--- config.mk ---
export PLATFORM = sky130hd
export DESIGN_NAME = nios_system_mem_stream_reader
export DESIGN_NICKNAME = d
export VERILOG_FILES = /design/src/rtl/nios_system_mem_pkg.sv /design/src/rtl/nios_system_mem_stream_fifo.sv /design/src/rtl/nios_system_mem_stream_reader.sv
export SDC_FILE = /design/constraint.sdc
export NUM_CORES = 1
export LEC_CHECK = 0
export CORE_AREA = 2 2 143 180
export DETAILED_ROUTE_END_ITERATION = 16
export DIE_AREA = 0 0 145 182
export PLACE_DENSITY = 0.57
export SETUP_SLACK_MARGIN = 0.4
export SLEW_MARGIN = 20
export SYNTH_ARGS = -nofsm -noshare
export SYNTH_HDL_FRONTEND = slang
export SYNTH_SLANG_ARGS = --single-unit
--- constraint.sdc ---
create_clock -name clk -period 2.6 [get_ports clk]
set_input_delay 0.52 -clock clk [delete_from_list [all_inputs] [get_ports clk]]
set_output_delay 0.52 -clock clk [all_outputs]
set_load 0.05 [all_outputs]
--- src/rtl/nios_system_mem_pkg.sv ---
`default_nettype none
// ============================================================================
//  Module      : nios_system_mem_pkg
//  Description : Shared constants and types for the on-chip RAM stream reader.
//                Holds the RAM geometry, the reader's state encoding and the
//                stream beat carried through the output buffer.
//  Revision    : 1.0 - initial release
// ============================================================================
package nios_system_mem_pkg;

    localparam int ADDR_W    = 13;    // RAM word-address width
    localparam int DATA_W    = 32;    // RAM / stream data width
    localparam int MEM_DEPTH = 5120;  // RAM words, address wrap point

    typedef enum logic [1:0] {
        IDLE  = 2'd0,
        ISSUE = 2'd1,
        DRAIN = 2'd2
    } state_t;

    typedef struct packed {
        logic [DATA_W-1:0] data;
        logic              sop;
        logic              eop;
    } beat_t;

endpackage
`default_nettype wire

--- src/rtl/nios_system_mem_stream_fifo.sv ---
`default_nettype none
// ============================================================================
//  Module      : nios_system_mem_stream_fifo
//  Description : Synchronous FIFO of stream beats. The head entry is read
//                straight out of the storage flops, so the output is fully
//                registered. The occupancy count feeds the reader's credit
//                check.
//  Ports       : clk, reset        - clock, synchronous active-high reset
//                push, push_beat   - write strobe and beat
//                pop               - consume head (ignored when empty)
//                head, valid       - head beat and non-empty flag
//                count             - current occupancy (0..DEPTH)
//  Revision    : 1.0 - initial release
// ============================================================================
module nios_system_mem_stream_fifo
    import nios_system_mem_pkg::*;
#(
    parameter int DEPTH = 4
) (
    input  logic                     clk,
    input  logic                     reset,
    input  logic                     push,
    input  beat_t                    push_beat,
    input  logic                     pop,
    output beat_t                    head,
    output logic                     valid,
    output logic [$clog2(DEPTH):0]   count
);

    localparam int AW = $clog2(DEPTH);

    beat_t          r_mem [DEPTH];
    logic [AW-1:0]  r_wr_ptr;
    logic [AW-1:0]  r_rd_ptr;
    logic [AW:0]    r_count;
    logic           w_do_pop;

    // Popping an empty FIFO is a no-op; the caller only pops on a handshake.
    assign w_do_pop = pop && (r_count != '0);

    // Storage has no reset: validity is tracked by the pointers and count.
    always_ff @(posedge clk) begin
        if (push) begin
            r_mem[r_wr_ptr] <= push_beat;
        end
    end

    always_ff @(posedge clk) begin
        if (reset) begin
            r_wr_ptr <= '0;
            r_rd_ptr <= '0;
            r_count  <= '0;
        end else begin
            if (push) begin
                r_wr_ptr <= r_wr_ptr + AW'(1);
            end
            if (w_do_pop) begin
                r_rd_ptr <= r_rd_ptr + AW'(1);
            end
            case ({push, w_do_pop})
                2'b10:   r_count <= r_count + (AW+1)'(1);
                2'b01:   r_count <= r_count - (AW+1)'(1);
                default: r_count <= r_count;
            endcase
        end
    end

    assign head  = r_mem[r_rd_ptr];
    assign valid = (r_count != '0);
    assign count = r_count;

endmodule
`default_nettype wire

--- src/rtl/nios_system_mem_stream_reader.sv ---
`default_nettype none
// ============================================================================
//  Module      : nios_system_mem_stream_reader
//  Description : Avalon-MM read master for the single-port on-chip RAM that
//                turns a (start address, word count) command into an
//                Avalon-ST packet with backpressure. Reads are only issued
//                while the output FIFO has room for every word already in
//                flight, so the sink may stall at any time.
//  Ports       : clk, reset                 - clock, sync active-high reset
//                cmd_valid/ready/addr/len   - command handshake
//                mem_*                      - RAM address/control/readdata
//                st_valid/ready/data/sop/eop- stream source
//                busy, done, err            - status
//  Revision    : 1.0 - initial release
// ============================================================================
module nios_system_mem_stream_reader #(
    parameter int ADDR_W     = nios_system_mem_pkg::ADDR_W,
    parameter int DATA_W     = nios_system_mem_pkg::DATA_W,
    parameter int MEM_DEPTH  = nios_system_mem_pkg::MEM_DEPTH,
    parameter int FIFO_DEPTH = 4
) (
    input  logic                clk,
    input  logic                reset,
    input  logic                cmd_valid,
    output logic                cmd_ready,
    input  logic [ADDR_W-1:0]   cmd_addr,
    input  logic [ADDR_W:0]     cmd_len,
    output logic [ADDR_W-1:0]   mem_address,
    output logic                mem_chipselect,
    output logic                mem_write,
    output logic [DATA_W/8-1:0] mem_byteenable,
    output logic                mem_clken,
    input  logic [DATA_W-1:0]   mem_readdata,
    output logic                st_valid,
    input  logic                st_ready,
    output logic [DATA_W-1:0]   st_data,
    output logic                st_sop,
    output logic                st_eop,
    output logic                busy,
    output logic                done,
    output logic                err
);

    import nios_system_mem_pkg::*;

    localparam int                CW           = $clog2(FIFO_DEPTH) + 1;
    localparam logic [CW:0]       c_fifo_depth = (CW+1)'(FIFO_DEPTH);
    localparam logic [ADDR_W:0]   c_len_max    = (ADDR_W+1)'(MEM_DEPTH);
    localparam logic [ADDR_W-1:0] c_addr_last  = ADDR_W'(MEM_DEPTH - 1);
    localparam logic [ADDR_W:0]   c_len_one    = (ADDR_W+1)'(1);

    state_t             r_state;
    state_t             w_state_nxt;

    logic [ADDR_W-1:0]  r_addr;
    logic [ADDR_W:0]    r_remaining;     // reads still to issue
    logic               r_first;         // next issue carries sop
    logic               r_inflight;      // a read was issued last cycle
    logic               r_inflight_sop;
    logic               r_inflight_eop;
    logic               r_err;

    logic               w_cmd_fire;
    logic               w_cmd_bad;
    logic               w_issue;
    logic               w_final_pop;
    logic               w_has_credit;
    logic               w_pop;
    logic [CW:0]        w_used;

    beat_t              w_push_beat;
    beat_t              w_head;
    logic               w_fifo_valid;
    logic [CW-1:0]      w_fifo_count;

    // ------------------------------------------------------------------
    // Credit: buffered words plus the read whose data arrives next cycle
    // must leave at least one free FIFO slot before another read goes out.
    // ------------------------------------------------------------------
    assign w_used       = {1'b0, w_fifo_count} + {{CW{1'b0}}, r_inflight};
    assign w_has_credit = (w_used < c_fifo_depth);

    assign w_pop        = st_valid && st_ready;

    // ------------------------------------------------------------------
    // State register
    // ------------------------------------------------------------------
    always_ff @(posedge clk) begin
        if (reset) begin
            r_state <= IDLE;
        end else begin
            r_state <= w_state_nxt;
        end
    end

    // ------------------------------------------------------------------
    // Next-state and control decode
    // ------------------------------------------------------------------
    always_comb begin
        w_state_nxt = r_state;
        w_cmd_fire  = 1'b0;
        w_cmd_bad   = (cmd_len == '0) || (cmd_len > c_len_max);
        w_issue     = 1'b0;
        w_final_pop = 1'b0;
        case (r_state)
            IDLE: begin
                w_cmd_fire = cmd_valid;
                if (cmd_valid && !w_cmd_bad) begin
                    w_state_nxt = ISSUE;
                end
            end
            ISSUE: begin
                w_issue = w_has_credit;
                if (w_has_credit && (r_remaining == c_len_one)) begin
                    w_state_nxt = DRAIN;
                end
            end
            DRAIN: begin
                // The eop beat is the last buffered word, so accepting it
                // implies the FIFO empties and nothing is in flight.
                w_final_pop = w_pop && w_head.eop;
                if (w_final_pop) begin
                    w_state_nxt = IDLE;
                end
            end
            default: w_state_nxt = IDLE;
        endcase
    end

    // ------------------------------------------------------------------
    // Address / length / in-flight tracking
    // ------------------------------------------------------------------
    always_ff @(posedge clk) begin
        if (reset) begin
            r_addr         <= '0;
            r_remaining    <= '0;
            r_first        <= 1'b0;
            r_inflight     <= 1'b0;
            r_inflight_sop <= 1'b0;
            r_inflight_eop <= 1'b0;
            r_err          <= 1'b0;
        end else begin
            r_err      <= w_cmd_fire && w_cmd_bad;
            r_inflight <= w_issue;
            if (w_cmd_fire && !w_cmd_bad) begin
                r_addr      <= cmd_addr;
                r_remaining <= cmd_len;
                r_first     <= 1'b1;
            end else if (w_issue) begin
                r_addr         <= (r_addr == c_addr_last) ? '0 : r_addr + ADDR_W'(1);
                r_remaining    <= r_remaining - c_len_one;
                r_first        <= 1'b0;
                r_inflight_sop <= r_first;
                r_inflight_eop <= (r_remaining == c_len_one);
            end
        end
    end

    // ------------------------------------------------------------------
    // Output buffer: RAM q is valid the cycle after the issue.
    // ------------------------------------------------------------------
    assign w_push_beat.data = mem_readdata;
    assign w_push_beat.sop  = r_inflight_sop;
    assign w_push_beat.eop  = r_inflight_eop;

    nios_system_mem_stream_fifo #(
        .DEPTH (FIFO_DEPTH)
    ) u_fifo (
        .clk       (clk),
        .reset     (reset),
        .push      (r_inflight),
        .push_beat (w_push_beat),
        .pop       (w_pop),
        .head      (w_head),
        .valid     (w_fifo_valid),
        .count     (w_fifo_count)
    );

    // ------------------------------------------------------------------
    // Outputs. Handshake and status outputs are forced low while reset is
    // held, since the synchronous reset has not yet taken effect in the
    // first cycle it is asserted.
    // ------------------------------------------------------------------
    assign cmd_ready      = (r_state == IDLE) && !reset;
    assign busy           = (r_state != IDLE) && !reset;
    assign err            = r_err && !reset;
    assign done           = w_final_pop;

    assign mem_address    = r_addr;
    assign mem_chipselect = w_issue && !reset;
    assign mem_write      = 1'b0;
    assign mem_byteenable = '1;
    assign mem_clken      = 1'b1;

    assign st_valid       = w_fifo_valid && !reset;
    assign st_data        = w_head.data;
    assign st_sop         = w_head.sop;
    assign st_eop         = w_head.eop;

endmodule
`default_nettype wire

**After elaboration in Yosys (flattened, before gate mapping)**

Memory sizes are Yosys's and may differ from the RTL's. A register that Yosys moved wholly into a read port is not among the register bits.
Cells that the tools add are included.

- Bits in registers: 41
- Memory bits (writable): 136
- Input bits: 63
- Output and inout port bits: 59
- Word-level logic and storage cells: 73
- Memories: 1

Memories:

| name | depth | bits a word | read ports | clocked after Yosys merged registers in | write ports | RTL line | text |
|---|---|---|---|---|---|---|---|
| u_fifo.r_mem | 4 | 34 | 1 | 1 | 1 | nios_system_mem_stream_fifo.sv:32 | `beat_t r_mem [DEPTH];` |

- $add $sub $neg: 7
- $lt $le $gt $ge: 2
- Equal/unequal tests: 9
- Mux-type cells: 19
- Bitwise gates (word level): 1
- Reduce and logical (&&, ||, !) cells: 23

Operators with widths:

| cell | count |
|---|---|
| two-way mux 13 bit | 3 |
| two-way mux 14 bit | 2 |
| equality test 14 x 1 -> 1 bit, second input constant | 1 |
| > comparator 14 x 13 -> 1 bit, second input constant | 1 |
| zero test 14 bit | 1 |
| subtractor 14 x 1 -> 14 bit, second input constant | 1 |
| adder 13 x 1 -> 13 bit, second input constant | 1 |
| equality test 13 bit, second input constant | 1 |
| logical AND 1 bit | 12 |
| two-way mux 2 bit | 5 |
| two-way mux 1 bit | 7 |
| inequality test 2 bit, second input constant | 3 |
| one-hot mux 2 bit (3 select lines) | 1 |
| one-hot mux 3 bit (2 select lines) | 1 |
| nonzero test 2 bit | 3 |
| adder 2 x 1 -> 2 bit, second input constant | 2 |
| adder 3 x 1 -> 4 bit | 1 |
| equality test 2 x 1 -> 1 bit, second input constant | 2 |
| equality test 2 bit, second input constant | 2 |
| less-than comparator 4 x 3 -> 1 bit, second input constant | 1 |
| adder 3 x 1 -> 3 bit, second input constant | 1 |
| AND reduction 3 bit | 1 |
| nonzero test 3 bit | 1 |
| subtractor 3 x 1 -> 3 bit, second input constant | 1 |
| other kinds (5) | 6 |

**Depth between registers and ports, before layout**

- Word-level depth: 6
- Mapped depth: 10
- Gate-level depth less buffers: 9

**Hierarchy**

Synthesis repeated with hierarchy kept, for this count alone.

- Cell total of the unflattened synthesis: 488
- Area total of the unflattened synthesis: 7462.2 um2

By module, submodules not included:

| module | instances | cells an instance | area each (um2) | sequential area each (um2) |
|---|---|---|---|---|
| nios_system_mem_stream_fifo | 1 | 225 | 5397.7 | 4264.1 |
| nios_system_mem_stream_reader | 1 | 263 | 2064.5 | 680.7 |

**Worst setup path before layout**

Ideal clock, no wire load.

- Kind: input -> output
- From: input reset
- To: output done
- Arrival: 2.986 ns
- Required time: 2.080 ns
- Slack: -0.906 ns
- Stages: 6
- Path buffers: 2
- Cells stage by stage: clkbuf_1 > nor2_1 > and2_1 > clkbuf_1 > nand2_1 > nor3b_1

- Word-level cells in the longest chain between the ends: 5

Ends and longest elaborated chain:

| item | RTL line | text |
|---|---|---|
| from (decl) | nios_system_mem_stream_reader.sv:23 | `input logic reset,` |
| zero test 1 bit | nios_system_mem_stream_reader.sv:195 | `assign st_valid = w_fifo_valid && !reset;` |
| logical AND 1 bit | nios_system_mem_stream_reader.sv:195 |  |
| named net st_valid | nios_system_mem_stream_reader.sv:34 | `output logic st_valid,` |
| logical AND 1 bit | nios_system_mem_stream_reader.sv:83 | `assign w_pop = st_valid && st_ready;` |
| logical AND 1 bit | nios_system_mem_stream_reader.sv:121 | `w_final_pop = w_pop && w_head.eop;` |
| two-way mux 1 bit | nios_system_mem_stream_reader.sv:105 | `case (r_state)` |
| to (decl) | nios_system_mem_stream_reader.sv:40 | `output logic done,` |

The timed path passes the listed nets, and every way through them passes these cells.

==> impl_metrics.toml <==
[floorplan]
dieWidth_um = 145
die_y_um = 182
initial_core_util = 0.296
rows = 65
die-area_um2 = 26400
core_um2 = 24800
io_pins = 122

[worst_setup_path]
slowest_stage = "mux4_2"
cpPeakStageDelay_ns = 0.53
worstPathRequired_ns = 2.08
cp_max_fo = 11
cp.arrival_ns = 1.78
crit_type = "reg -> out"
startpoint_type = "flop"
critPathCaptureType = "primary output"
rrSetupSlack_ns = 0.56
rr_startpoint = "u_fifo.count[1]$_SDFFE_PP0P_"
crit_chain = "buf_12, mux4_2, buf_4"
timing.critical_path.buf_inv = 2
reg2reg_depth = 10
path_delay_family = "multiplexers"
r2r_end = "u_fifo.count[2]$_SDFFE_PP0P_"

[clocking]
cts_buffers = 17
cts_tree = "done"
cts_max_level = 4
clk_pin_slew_ns = 0.07
numClockSinks = 179
clkLatencyLatePin_ns = 0.43
cts_root_buf = "clkbuf_16"
clk_path_buf_depth = 2

[placed_design]
routabilityCongestion = 0.912
dpl.hpwl_um = 11200
placement.io_buffers = 115
dp_cells = 933

[yosys]
ys.flop_type = "edfxtp_1"
ys_ff_latch = 179
ys_seq_area_frac = 0.673
syn_area_um2 = 7340
syn-instance-count = 490
avgSynthCellArea_um2 = 15.0
ys_async_sr_fraction = 0
synth-edff-count = 136
synth_cell_types = 58
yosysWarnings = 0

[hold_path]
min_path_type = "reg -> reg"
holdPathEnd = "r_first$_SDFFE_PP0P_"
min_from = "r_first$_SDFFE_PP0P_"
whs_path_depth = 1

[timing]
finalSetupViolCount = 0
rsz0062_at_grt = "true"
slew_headroom = 0.632
finalCritPeriodShare = 0.885
worst_clock_skew_ns = 0.0139
fmax_mhz = 434
drv_slew = 0
worst_pin_slew_ns = 0.551
min_period_ns = 2.30
final_hold_viol_count = 0

[power]
p_leak_nw = 3.34
powerDensity_nw_per_um2 = 641
p_total_w = 0.00628
ir_drop_mv = 0.444

[global_route]
grt_max_degree = 35
grt_pass1_wl_um = 26600
grt_util_all_layers = 0.130
overflow = 0
grt_pass1_vias = 4921
antenna_found_initial = 0

[layout]
nFillCells = 2290
drive_gt1_frac = 0.265
area_growth_pct = 33.5
layoutNonFillerInstCount = 969
diodes = 0
fin_nets = 694

[detailed_routing]
drtPass1Iterations = 4
detail_route.wl_per_cell_um = 17.5
remaining_drc_errors = 0
ant_nets = 0
routed_wl_um = 16900
num_vias = 4732
drtIter0Drc = 274
viasPerCell = 4.88

[run_status]
status = "finished clean"

[run]
cap_violations = 0
area by class of cell:
cell class | instances | area, um2 | area share
clock buffer | 17 | 425 | 0.0434
clock inverter | 14 | 144 | 0.0147
inverter | 10 | 37.5 | 0.00383
multi-input combinational | 273 | 2320 | 0.237
sequential | 179 | 4960 | 0.506
tap | 335 | 419 | 0.0428
timing repair buffer | 141 | 1500 | 0.153
synthesized netlist by cell type (4+ instances only):
cell      number  area (um2)
nor3b_1        4        30.0
ha_1           8         100
nand2_1       30         113
a31oi_1        6        37.5
dfxtp_1       43         861
o21ai_0        6        30.0
nand4_1        6        37.5
xor2_1         5        43.8
nor3_1        17        85.1
a221oi_1       4        35.0
buf_4          8        60.1
edfxtp_1     136        4080
inv_1         10        37.5
and3_1         5        31.3
and2_1         8        50.1
a21oi_1       33         165
nor4_2         4        50.1
buf_2          8        40.0
nand3_1        8        40.0
clkbuf_1      13        48.8
mux4_2        34         766
nor2_1        35         131
placed cells by master (no fill, tap or decap), types with 14 or more instances in the layout:
cell | synthesis | final
edfxtp_1 | 136 | 136
clkdlybuf4s50_1 | 0 | 54
buf_4 | 8 | 45
dfxtp_1 | 43 | 38
mux4_2 | 34 | 34
a21oi_1 | 33 | 33
nor2_1 | 35 | 31
nand2_1 | 30 | 29
clkbuf_16 | 0 | 17
buf_12 | 0 | 17
nor3_1 | 17 | 14
worst max path at each step:
| stage | from | end | slack [ns] | depth (start not counted) |
|---|---|---|---|---|
| 2_1_floorplan | reset | u_fifo.count[2]$_SDFFE_PP0P_ | 0.24 | 10 |
| 3_3_place_gp | cmd_len[0] | r_remaining[1]$_SDFFE_PP0P_ | -0.002 | 8 |
| 3_5_place_dp | cmd_len[0] | mem_address[4]$_SDFFE_PP0P_ | -0.03 | 8 |
| 4_1_cts | flop | st_data[13] | 0.25 | 3 |
| 5_1_grt | flop | st_data[26] | 0.23 | 3 |
| 6_report | flop | st_data[13] | 0.30 | 3 |
state kept, by name, summed over array words and instances, names as in the netlist, named ones only:
name             count
r_err                1
u_fifo.r_wr_ptr      2
mem_address         13
r_state              2
r_inflight           1
u_fifo.r_rd_ptr      2
r_remaining         14
u_fifo.count         3
r_inflight_eop       1
u_fifo.r_mem       136
r_first              1
r_inflight_sop       1
stage by stage:
stage / worst slack, ns / TNS [ns] / hold WS, ns / instance area, um2 / util
2_1_floorplan: 0.238 / 0 / 0.432 / 7430 / -
6_report: 0.298 / 0 / 0.489 / 9800 / 0.395
5_1_grt: 0.227 / 0 / 0.490 / 9800 / 0.395
3_5_place_dp: -0.0311 / -0.0318 / 0.476 / 9070 / 0.366
3_3_place_gp: -0.00241 / -0.00241 / 0.466 / 9070 / 0.366
4_1_cts: 0.247 / 0 / 0.487 / 9720 / 0.392
kinds of logic after synthesis:
kind of cell	Yosys count	share of synthesized area
XOR/XNOR	7	0.00835
buffers and inverters	42	0.0279
adder cells (fa/ha/maj)	9	0.0164
multiplexers	36	0.108
other	2	0.00102
AND/OR/NAND/NOR	138	0.0973
AO/OA/AOI/OAI	77	0.0678
flip-flops	179	0.673
power breakdown:
group	internal, W	total, W	leakage (nW)	switching [W]
Sequential	0.00312	0.00318	1.58	0.0000623
Clock	0.00127	0.00243	0.269	0.00116
Combinational	0.000286	0.000675	1.49	0.000389
Total	0.00468	0.00628	3.34	0.00161
metal layers:
layer | share of wire | vias up | GRT usage
li1 | - | 2161 | -
met1 | 0.42 | 2354 | 0.159
met3 | 0.061 | 18 | 0.0362
met4 | 0.014 | 0 | 0.0408
met2 | 0.50 | 199 | 0.225
met5 | 0 | - | 0
timing repair:
action	4_1_cts	5_1_grt
setup buffers	2	2
pin swaps	2	6
resized for setup	25	20
gates cloned	1	0
endpoints found under the setup margin	53	53
hold buffers	0	0
No activity file was read; power rests on OpenSTA's default activity.
